[config.mk]
export PLATFORM = sky130hd
export DESIGN_NAME = mismatch_scoreboard_flat
export DESIGN_NICKNAME = d
export VERILOG_FILES = /design/src/rtl/mismatch_scoreboard_if.sv /design/src/rtl/mismatch_scoreboard.sv /design/src/flat_wrapper.sv
export SDC_FILE = /design/constraint.sdc
export NUM_CORES = 1
export LEC_CHECK = 0
export CAP_MARGIN = 0
export CELL_PAD_IN_SITES_DETAIL_PLACEMENT = 0
export CELL_PAD_IN_SITES_GLOBAL_PLACEMENT = 1
export CORE_ASPECT_RATIO = 1.25
export CORE_MARGIN = 1
export CORE_UTILIZATION = 40
export CTS_BUF_LIST = sky130_fd_sc_hd__clkbuf_8
export CTS_CLUSTER_SIZE = 30
export DETAILED_ROUTE_END_ITERATION = 8
export PLACE_DENSITY_LB_ADDON = 0.1
export SETUP_SLACK_MARGIN = 0.3
export SLEW_MARGIN = 40
export SYNTH_ARGS = -nofsm -noshare
export SYNTH_HDL_FRONTEND = slang
export SYNTH_SLANG_ARGS = --single-unit
[constraint.sdc]
create_clock -name clk_i -period 4.9 [get_ports clk_i]
set_input_delay 0.98 -clock clk_i [delete_from_list [all_inputs] [get_ports clk_i]]
set_output_delay 0.98 -clock clk_i [all_outputs]
set_load 0.01 [all_outputs]
[src/rtl/mismatch_scoreboard_if.sv]
// ---------------------------------------------------------------------------
// mismatch_scoreboard_if
// Sample stream into the scoreboard: a run-control pulse plus the paired
// reference/DUT output vectors.
//   start        : single-cycle pulse, clears statistics and begins a run
//   sample_valid : f_ref/f_dut carry a sample to check this cycle
//   f_ref        : reference model output (W bits)
//   f_dut        : device-under-test output (W bits)
// master = sample producer, slave = scoreboard.
// ---------------------------------------------------------------------------
interface mismatch_scoreboard_if #(
    parameter int W = 1
) ();
    logic         start;
    logic         sample_valid;
    logic [W-1:0] f_ref;
    logic [W-1:0] f_dut;

    modport master (
        output start,
        output sample_valid,
        output f_ref,
        output f_dut
    );

    modport slave (
        input start,
        input sample_valid,
        input f_ref,
        input f_dut
    );
endinterface

[src/rtl/mismatch_scoreboard.sv]
// ---------------------------------------------------------------------------
// mismatch_scoreboard
// Hardware result checker: compares reference and DUT outputs sample by
// sample and keeps run statistics that can be read on an emulator/FPGA.
//
// Ports:
//   clk_i            : clock, rising edge
//   areset_n_i       : asynchronous active-low reset
//   sb_if (slave)    : start / sample_valid / f_ref / f_dut
//   running_o        : run in progress
//   done_o           : run finished, statistics frozen
//   mismatch_o       : compare result of the last accepted sample
//   sample_cnt_o     : accepted samples this run (saturating)
//   error_cnt_o      : mismatching samples this run (saturating)
//   first_err_vld_o  : a mismatch has been seen this run
//   first_err_idx_o  : 0-based index of the first mismatching sample
//   err_mask_o       : OR of all mismatching bit positions
//
// Build option: define MISMATCH_SCOREBOARD_MASK_EN to implement the error
// mask register; otherwise err_mask_o is constant zero.
//
// state | meaning
// IDLE  | after reset, samples ignored until start
// RUN   | samples accepted and checked
// DONE  | NUM_SAMPLES reached, outputs frozen until start
// ---------------------------------------------------------------------------
module mismatch_scoreboard #(
    parameter int          W           = 1,
    parameter int          CW          = 16,
    parameter int unsigned NUM_SAMPLES = 100
) (
    input  logic                 clk_i,
    input  logic                 areset_n_i,
    mismatch_scoreboard_if.slave sb_if,
    output logic                 running_o,
    output logic                 done_o,
    output logic                 mismatch_o,
    output logic [CW-1:0]        sample_cnt_o,
    output logic [CW-1:0]        error_cnt_o,
    output logic                 first_err_vld_o,
    output logic [CW-1:0]        first_err_idx_o,
    output logic [W-1:0]         err_mask_o
);

    // One bit per active state so running/done come straight off flops.
    localparam logic [1:0] ST_IDLE = 2'b00;
    localparam logic [1:0] ST_RUN  = 2'b01;
    localparam logic [1:0] ST_DONE = 2'b10;

    localparam logic [CW-1:0] CNT_MAX = '1;
    localparam logic [CW-1:0] NUM_CW  = CW'(NUM_SAMPLES);
    // A run length the counter can never reach behaves like an unbounded run.
    localparam bit DONE_EN = (NUM_SAMPLES != 0) && ((NUM_SAMPLES >> CW) == 0);

    logic [1:0]    state_q, state_d;
    logic          mismatch_q, mismatch_d;
    logic [CW-1:0] sample_cnt_q, sample_cnt_d;
    logic [CW-1:0] error_cnt_q, error_cnt_d;
    logic          first_err_vld_q, first_err_vld_d;
    logic [CW-1:0] first_err_idx_q, first_err_idx_d;

    logic mism;
    logic accept;

    assign mism   = (sb_if.f_ref != sb_if.f_dut);
    // start takes priority: a sample arriving with start is dropped.
    assign accept = !sb_if.start && sb_if.sample_valid && (state_q == ST_RUN);

    always_comb begin
        state_d         = state_q;
        mismatch_d      = mismatch_q;
        sample_cnt_d    = sample_cnt_q;
        error_cnt_d     = error_cnt_q;
        first_err_vld_d = first_err_vld_q;
        first_err_idx_d = first_err_idx_q;

        if (sb_if.start) begin
            state_d         = ST_RUN;
            mismatch_d      = 1'b0;
            sample_cnt_d    = '0;
            error_cnt_d     = '0;
            first_err_vld_d = 1'b0;
            first_err_idx_d = '0;
        end else if (accept) begin
            mismatch_d   = mism;
            sample_cnt_d = (sample_cnt_q == CNT_MAX) ? sample_cnt_q : sample_cnt_q + 1'b1;
            if (mism) begin
                error_cnt_d = (error_cnt_q == CNT_MAX) ? error_cnt_q : error_cnt_q + 1'b1;
                if (!first_err_vld_q) begin
                    first_err_vld_d = 1'b1;
                    first_err_idx_d = sample_cnt_q;
                end
            end
            if (DONE_EN && (sample_cnt_d == NUM_CW)) begin
                state_d = ST_DONE;
            end
        end
    end

    always_ff @(posedge clk_i or negedge areset_n_i) begin
        if (!areset_n_i) begin
            state_q         <= ST_IDLE;
            mismatch_q      <= 1'b0;
            sample_cnt_q    <= '0;
            error_cnt_q     <= '0;
            first_err_vld_q <= 1'b0;
            first_err_idx_q <= '0;
        end else begin
            state_q         <= state_d;
            mismatch_q      <= mismatch_d;
            sample_cnt_q    <= sample_cnt_d;
            error_cnt_q     <= error_cnt_d;
            first_err_vld_q <= first_err_vld_d;
            first_err_idx_q <= first_err_idx_d;
        end
    end

`ifdef MISMATCH_SCOREBOARD_MASK_EN
    logic [W-1:0] err_mask_q, err_mask_d;

    always_comb begin
        err_mask_d = err_mask_q;
        if (sb_if.start) begin
            err_mask_d = '0;
        end else if (accept) begin
            err_mask_d = err_mask_q | (sb_if.f_ref ^ sb_if.f_dut);
        end
    end

    always_ff @(posedge clk_i or negedge areset_n_i) begin
        if (!areset_n_i) begin
            err_mask_q <= '0;
        end else begin
            err_mask_q <= err_mask_d;
        end
    end

    assign err_mask_o = err_mask_q;
`else
    assign err_mask_o = '0;
`endif

    assign running_o       = state_q[0];
    assign done_o          = state_q[1];
    assign mismatch_o      = mismatch_q;
    assign sample_cnt_o    = sample_cnt_q;
    assign error_cnt_o     = error_cnt_q;
    assign first_err_vld_o = first_err_vld_q;
    assign first_err_idx_o = first_err_idx_q;

endmodule

[src/flat_wrapper.sv]
// flat-port wrapper written by rule: the top's interface ports become plain ports
module mismatch_scoreboard_flat 
#(
    parameter int          W           = 1,
    parameter int          CW          = 16,
    parameter int unsigned NUM_SAMPLES = 100
)
  (clk_i, areset_n_i, running_o, done_o, mismatch_o, sample_cnt_o, error_cnt_o, first_err_vld_o, first_err_idx_o, err_mask_o, sb_if_start, sb_if_sample_valid, sb_if_f_ref, sb_if_f_dut);
  mismatch_scoreboard_if #(.W(W)) sb_if_i ();
  input  logic clk_i;
  input  logic areset_n_i;
  output logic running_o;
  output logic done_o;
  output logic mismatch_o;
  output logic [CW-1:0] sample_cnt_o;
  output logic [CW-1:0] error_cnt_o;
  output logic first_err_vld_o;
  output logic [CW-1:0] first_err_idx_o;
  output logic [W-1:0] err_mask_o;
  input wire logic [$bits(sb_if_i.start)-1:0] sb_if_start;
  input wire logic [$bits(sb_if_i.sample_valid)-1:0] sb_if_sample_valid;
  input wire logic [$bits(sb_if_i.f_ref)-1:0] sb_if_f_ref;
  input wire logic [$bits(sb_if_i.f_dut)-1:0] sb_if_f_dut;
  assign sb_if_i.start = sb_if_start;
  assign sb_if_i.sample_valid = sb_if_sample_valid;
  assign sb_if_i.f_ref = sb_if_f_ref;
  assign sb_if_i.f_dut = sb_if_f_dut;
  mismatch_scoreboard #(.W(W), .CW(CW), .NUM_SAMPLES(NUM_SAMPLES)) u_core (.clk_i(clk_i), .areset_n_i(areset_n_i), .sb_if(sb_if_i), .running_o(running_o), .done_o(done_o), .mismatch_o(mismatch_o), .sample_cnt_o(sample_cnt_o), .error_cnt_o(error_cnt_o), .first_err_vld_o(first_err_vld_o), .first_err_idx_o(first_err_idx_o), .err_mask_o(err_mask_o));
endmodule
==> results.sh <==
export IMPL_critical_path_required_ns=5.09
export IMPL_rows=32
export IMPL_hold_ws_ns=0.508
export IMPL_synth_area_leaders="dfrtp_1 49%, nor2_1 6.1%, xor2_1 5.6%, a22o_1 5.3%, xnor2_1 3.0%"
export IMPL_rsz0062_at_grt="false"
export IMPL_cp_data_arrival_time_ns=2.96
export IMPL_drt_wl_total_um=5860
export IMPL_postPlaceCellArea_um2=3280
export IMPL_drive_gt1_frac=0.0685
export IMPL_die_area_um2=6990
export IMPL_grt_max_degree=53
export IMPL_cts_tree="yes"
export IMPL_ys_seq_elements=52
export IMPL_start_util=0.424
export IMPL_status="finished clean"
export IMPL_port_buffers=57
export IMPL_synth_seq_area_share=0.489
export IMPL_ant_nets=0
export IMPL_power_frac_seq=0.591
export IMPL_ioPinCount=59
export IMPL_drc=0
export IMPL_min_path_type="reg -> reg"
export IMPL_power_density_nw_per_um2=222
export IMPL_cts_root_buf="clkbuf_8"
export IMPL_crit_chain="clkdlybuf4s50_1 -> and3b_1 -> nand2_2 -> nor4_2 -> nand3_1 -> xor2_1 -> nor2_1"
export IMPL_die_w_um=75.0
export IMPL_async_flop_share=1.00
export IMPL_crit_path_end_kind="flop"
export IMPL_fin_tns_setup_ns=0
export IMPL_worstMarginPinSlew_ns=0.649
export IMPL_timing_worst_setup_path_type="in -> reg"
export IMPL_fmax_mhz=360
export IMPL_period_share=0.566
export IMPL_cts_htree_levels=2
export IMPL_synth_top_cell_by_area="dfrtp_1"
export IMPL_routed_via_density=5.26
export IMPL_cts_clk_slew_worst_paths_ns=0.09
export IMPL_slew_viol_final=0
export IMPL_syn_num_nets=278
export IMPL_cts_sinks=52
export IMPL_critPathMaxStageDelay_ns=0.63
export IMPL_maxCapViolCount=0
export IMPL_die_h_um=93.2
export IMPL_p_clk_frac=0.326
export IMPL_antenna_found_initial=0
export IMPL_power_total_uw=748
export IMPL_first_iter_violations=130
export IMPL_dp_hpwl_um=4040
export IMPL_syn_area_um2=2660
export IMPL_fin_worst_skew_ns=0.0106
export IMPL_max_slew_margin=0.567
export IMPL_ys_flop_type="dfrtp_1"
export IMPL_ctsHoldBuffers=0
export IMPL_antenna_cells=0
export IMPL_p_sw_uw=178
export IMPL_wl_per_cell_um=14.4
export IMPL_hold_violations=0
export IMPL_clock_latency_ns=0.30
export IMPL_synth_top_area_frac=0.489
export IMPL_synth_edf_count=0
export IMPL_timing_final_crit_period_ns=2.78
export IMPL_fin_cells=406
export IMPL_syn_instance_count=270
export IMPL_overflow=0
export IMPL_num_vias=2136
export IMPL_core_area_um2=6290
export IMPL_cts_made_buffers=5
export IMPL_grt_use_total=0.185
export IMPL_vdd_ir_drop_max_uv=127
export IMPL_setup_viol_count_final=0
export IMPL_grt_pass1_vias=2006
export IMPL_cts_setup_buffers=0
export IMPL_clockBufferDepth=2
export IMPL_ctsResizeCount=0
export IMPL_dr_pass1_iters=4
export IMPL_switching_share=0.238
export IMPL_critPathSlowestCell="nor4_2"
export IMPL_area_growth_pct=26.5
export IMPL_internal_power_uw=570
export IMPL_worst_path_max_fanout=7
export IMPL_grt_pass1_wl_um=9870
export IMPL_gp_congestion=0.769
export IMPL_p_comb_frac=0.083
export IMPL_syn_avg_cell_area_um2=9.86
export IMPL_fin_area_um2=3370
export IMPL_ys_warn_count=0
export IMPL_placed_cells=398
export IMPL_rrSetupSlack_ns=2.76
export IMPL_finish_net_count=328
export IMPL_synth_cell_types=45
export IMPL_worst_setup_path_start_kind="primary input"
export IMPL_power_leakage_nw=1.39
-- cell families after synthesis --
family,share of synthesized area
flops,0.489
other cells,0.00141
buf+inv,0.0334
compound gates,0.115
mux,0.0188
xor+xnor,0.0855
fa+ha+maj,0.00940
simple gates,0.248
-- layout make-up --
class	instances	area, um2
Clock buffer	6	82.6
Clock inverter	2	7.51
Fill cell	601	2920
Inverter	2	7.51
Multi-Input combinational cell	199	1270
Sequential cell	52	1300
Tap cell	85	106
Timing Repair Buffer	60	588
-- layer usage --
layer	wire [um]	GRT usage	vias up
met3	206	0.0259	9
li1	-	-	1048
met1	2640	0.243	1030
met2	2910	0.306	49
met4	103	0.0692	0
met5	0	0	-
-- layout by cell type (no fill, tap or decap), types with 5 or more instances in the layout --
cell             synthesis  routed
clkdlybuf4s50_1          0      56
dfrtp_1                 52      52
nor2_1                  43      42
nand2_1                 19      19
xor2_1                  17      17
a22o_1                  16      16
nand3_1                 13      13
nor3_1                  10      10
xnor2_1                  9       9
nand4_1                  8       8
a21oi_1                  7       7
and3_1                   6       6
clkbuf_8                 0       6
mux2i_1                  5       5
-- flip-flops by register name, summed over array words and instances (netlist names) --
register / count
u_core.mismatch_o: 1
u_core.first_err_vld_o: 1
u_core.first_err_idx_o: 16
u_core.sample_cnt_o: 16
u_core.state_q: 2
u_core.error_cnt_o: 16
-- synthesized netlist by cell type, drive strengths merged, types with 2 or more instances --
| library cell | count |
|---|---|
| a211oi | 3 |
| a21oi | 8 |
| a22o | 16 |
| a31oi | 2 |
| and2 | 2 |
| and3 | 6 |
| and3b | 2 |
| and4 | 4 |
| buf | 11 |
| clkbuf | 6 |
| dfrtp | 52 |
| ha | 2 |
| inv | 2 |
| mux2i | 5 |
| nand2 | 20 |
| nand2b | 3 |
| nand3 | 14 |
| nand4 | 9 |
| nor2 | 43 |
| nor3 | 10 |
| nor4 | 6 |
| o21ai | 4 |
| or3 | 4 |
| xnor2 | 9 |
| xor2 | 17 |
-- worst paths after layout --
path | start | endpoint | depth (start not counted)
worst min register to register | u_core.first_err_idx_o[14]$_DFFE_PN0P_ | u_core.first_err_idx_o[14]$_DFFE_PN0P_ | 1
worst max register to register | u_core.sample_cnt_o[0]$_DFFE_PN0P_ | u_core.sample_cnt_o[4]$_DFFE_PN0P_ | 7
worst max-delay path | sb_if_sample_valid | u_core.error_cnt_o[9]$_DFFE_PN0P_ | 7
worst min-delay path | u_core.first_err_idx_o[14]$_DFFE_PN0P_ | u_core.first_err_idx_o[14]$_DFFE_PN0P_ | 1
min in group asynchronous | areset_n_i | u_core.first_err_idx_o[2]$_DFFE_PN0P_ | 2
max in group asynchronous | areset_n_i | u_core.error_cnt_o[0]$_DFFE_PN0P_ | 2
-- power groups by stage --
stage / sequential [mW] / combinational (mW) / clock [mW]
4_1_cts: 0.442 / 0.0641 / 0.256
2_1_floorplan: 0.451 / 0.0300 / 0
3_3_place_gp: 0.451 / 0.0630 / 0
5_1_grt: 0.443 / 0.0705 / 0.267
3_5_place_dp: 0.451 / 0.0639 / 0
6_report: 0.442 / 0.0622 / 0.244
-- metrics by stage --
stage / setup slack, ns / utilization
after global placement: 1.86 / 0.521
final: 2.12 / 0.536
after CTS: 2.15 / 0.536
after detailed placement: 1.80 / 0.521
after floorplan: 2.68 / -
after global routing: 1.94 / 0.536
-- worst max-delay path, delay by kind of cell --
family                 cells  cell delay [ns]
AND/OR/NAND/NOR            5             1.35
buffers and inverters      1             0.48
XOR/XNOR                   1             0.16
Power figures use the tool's default switching activity.
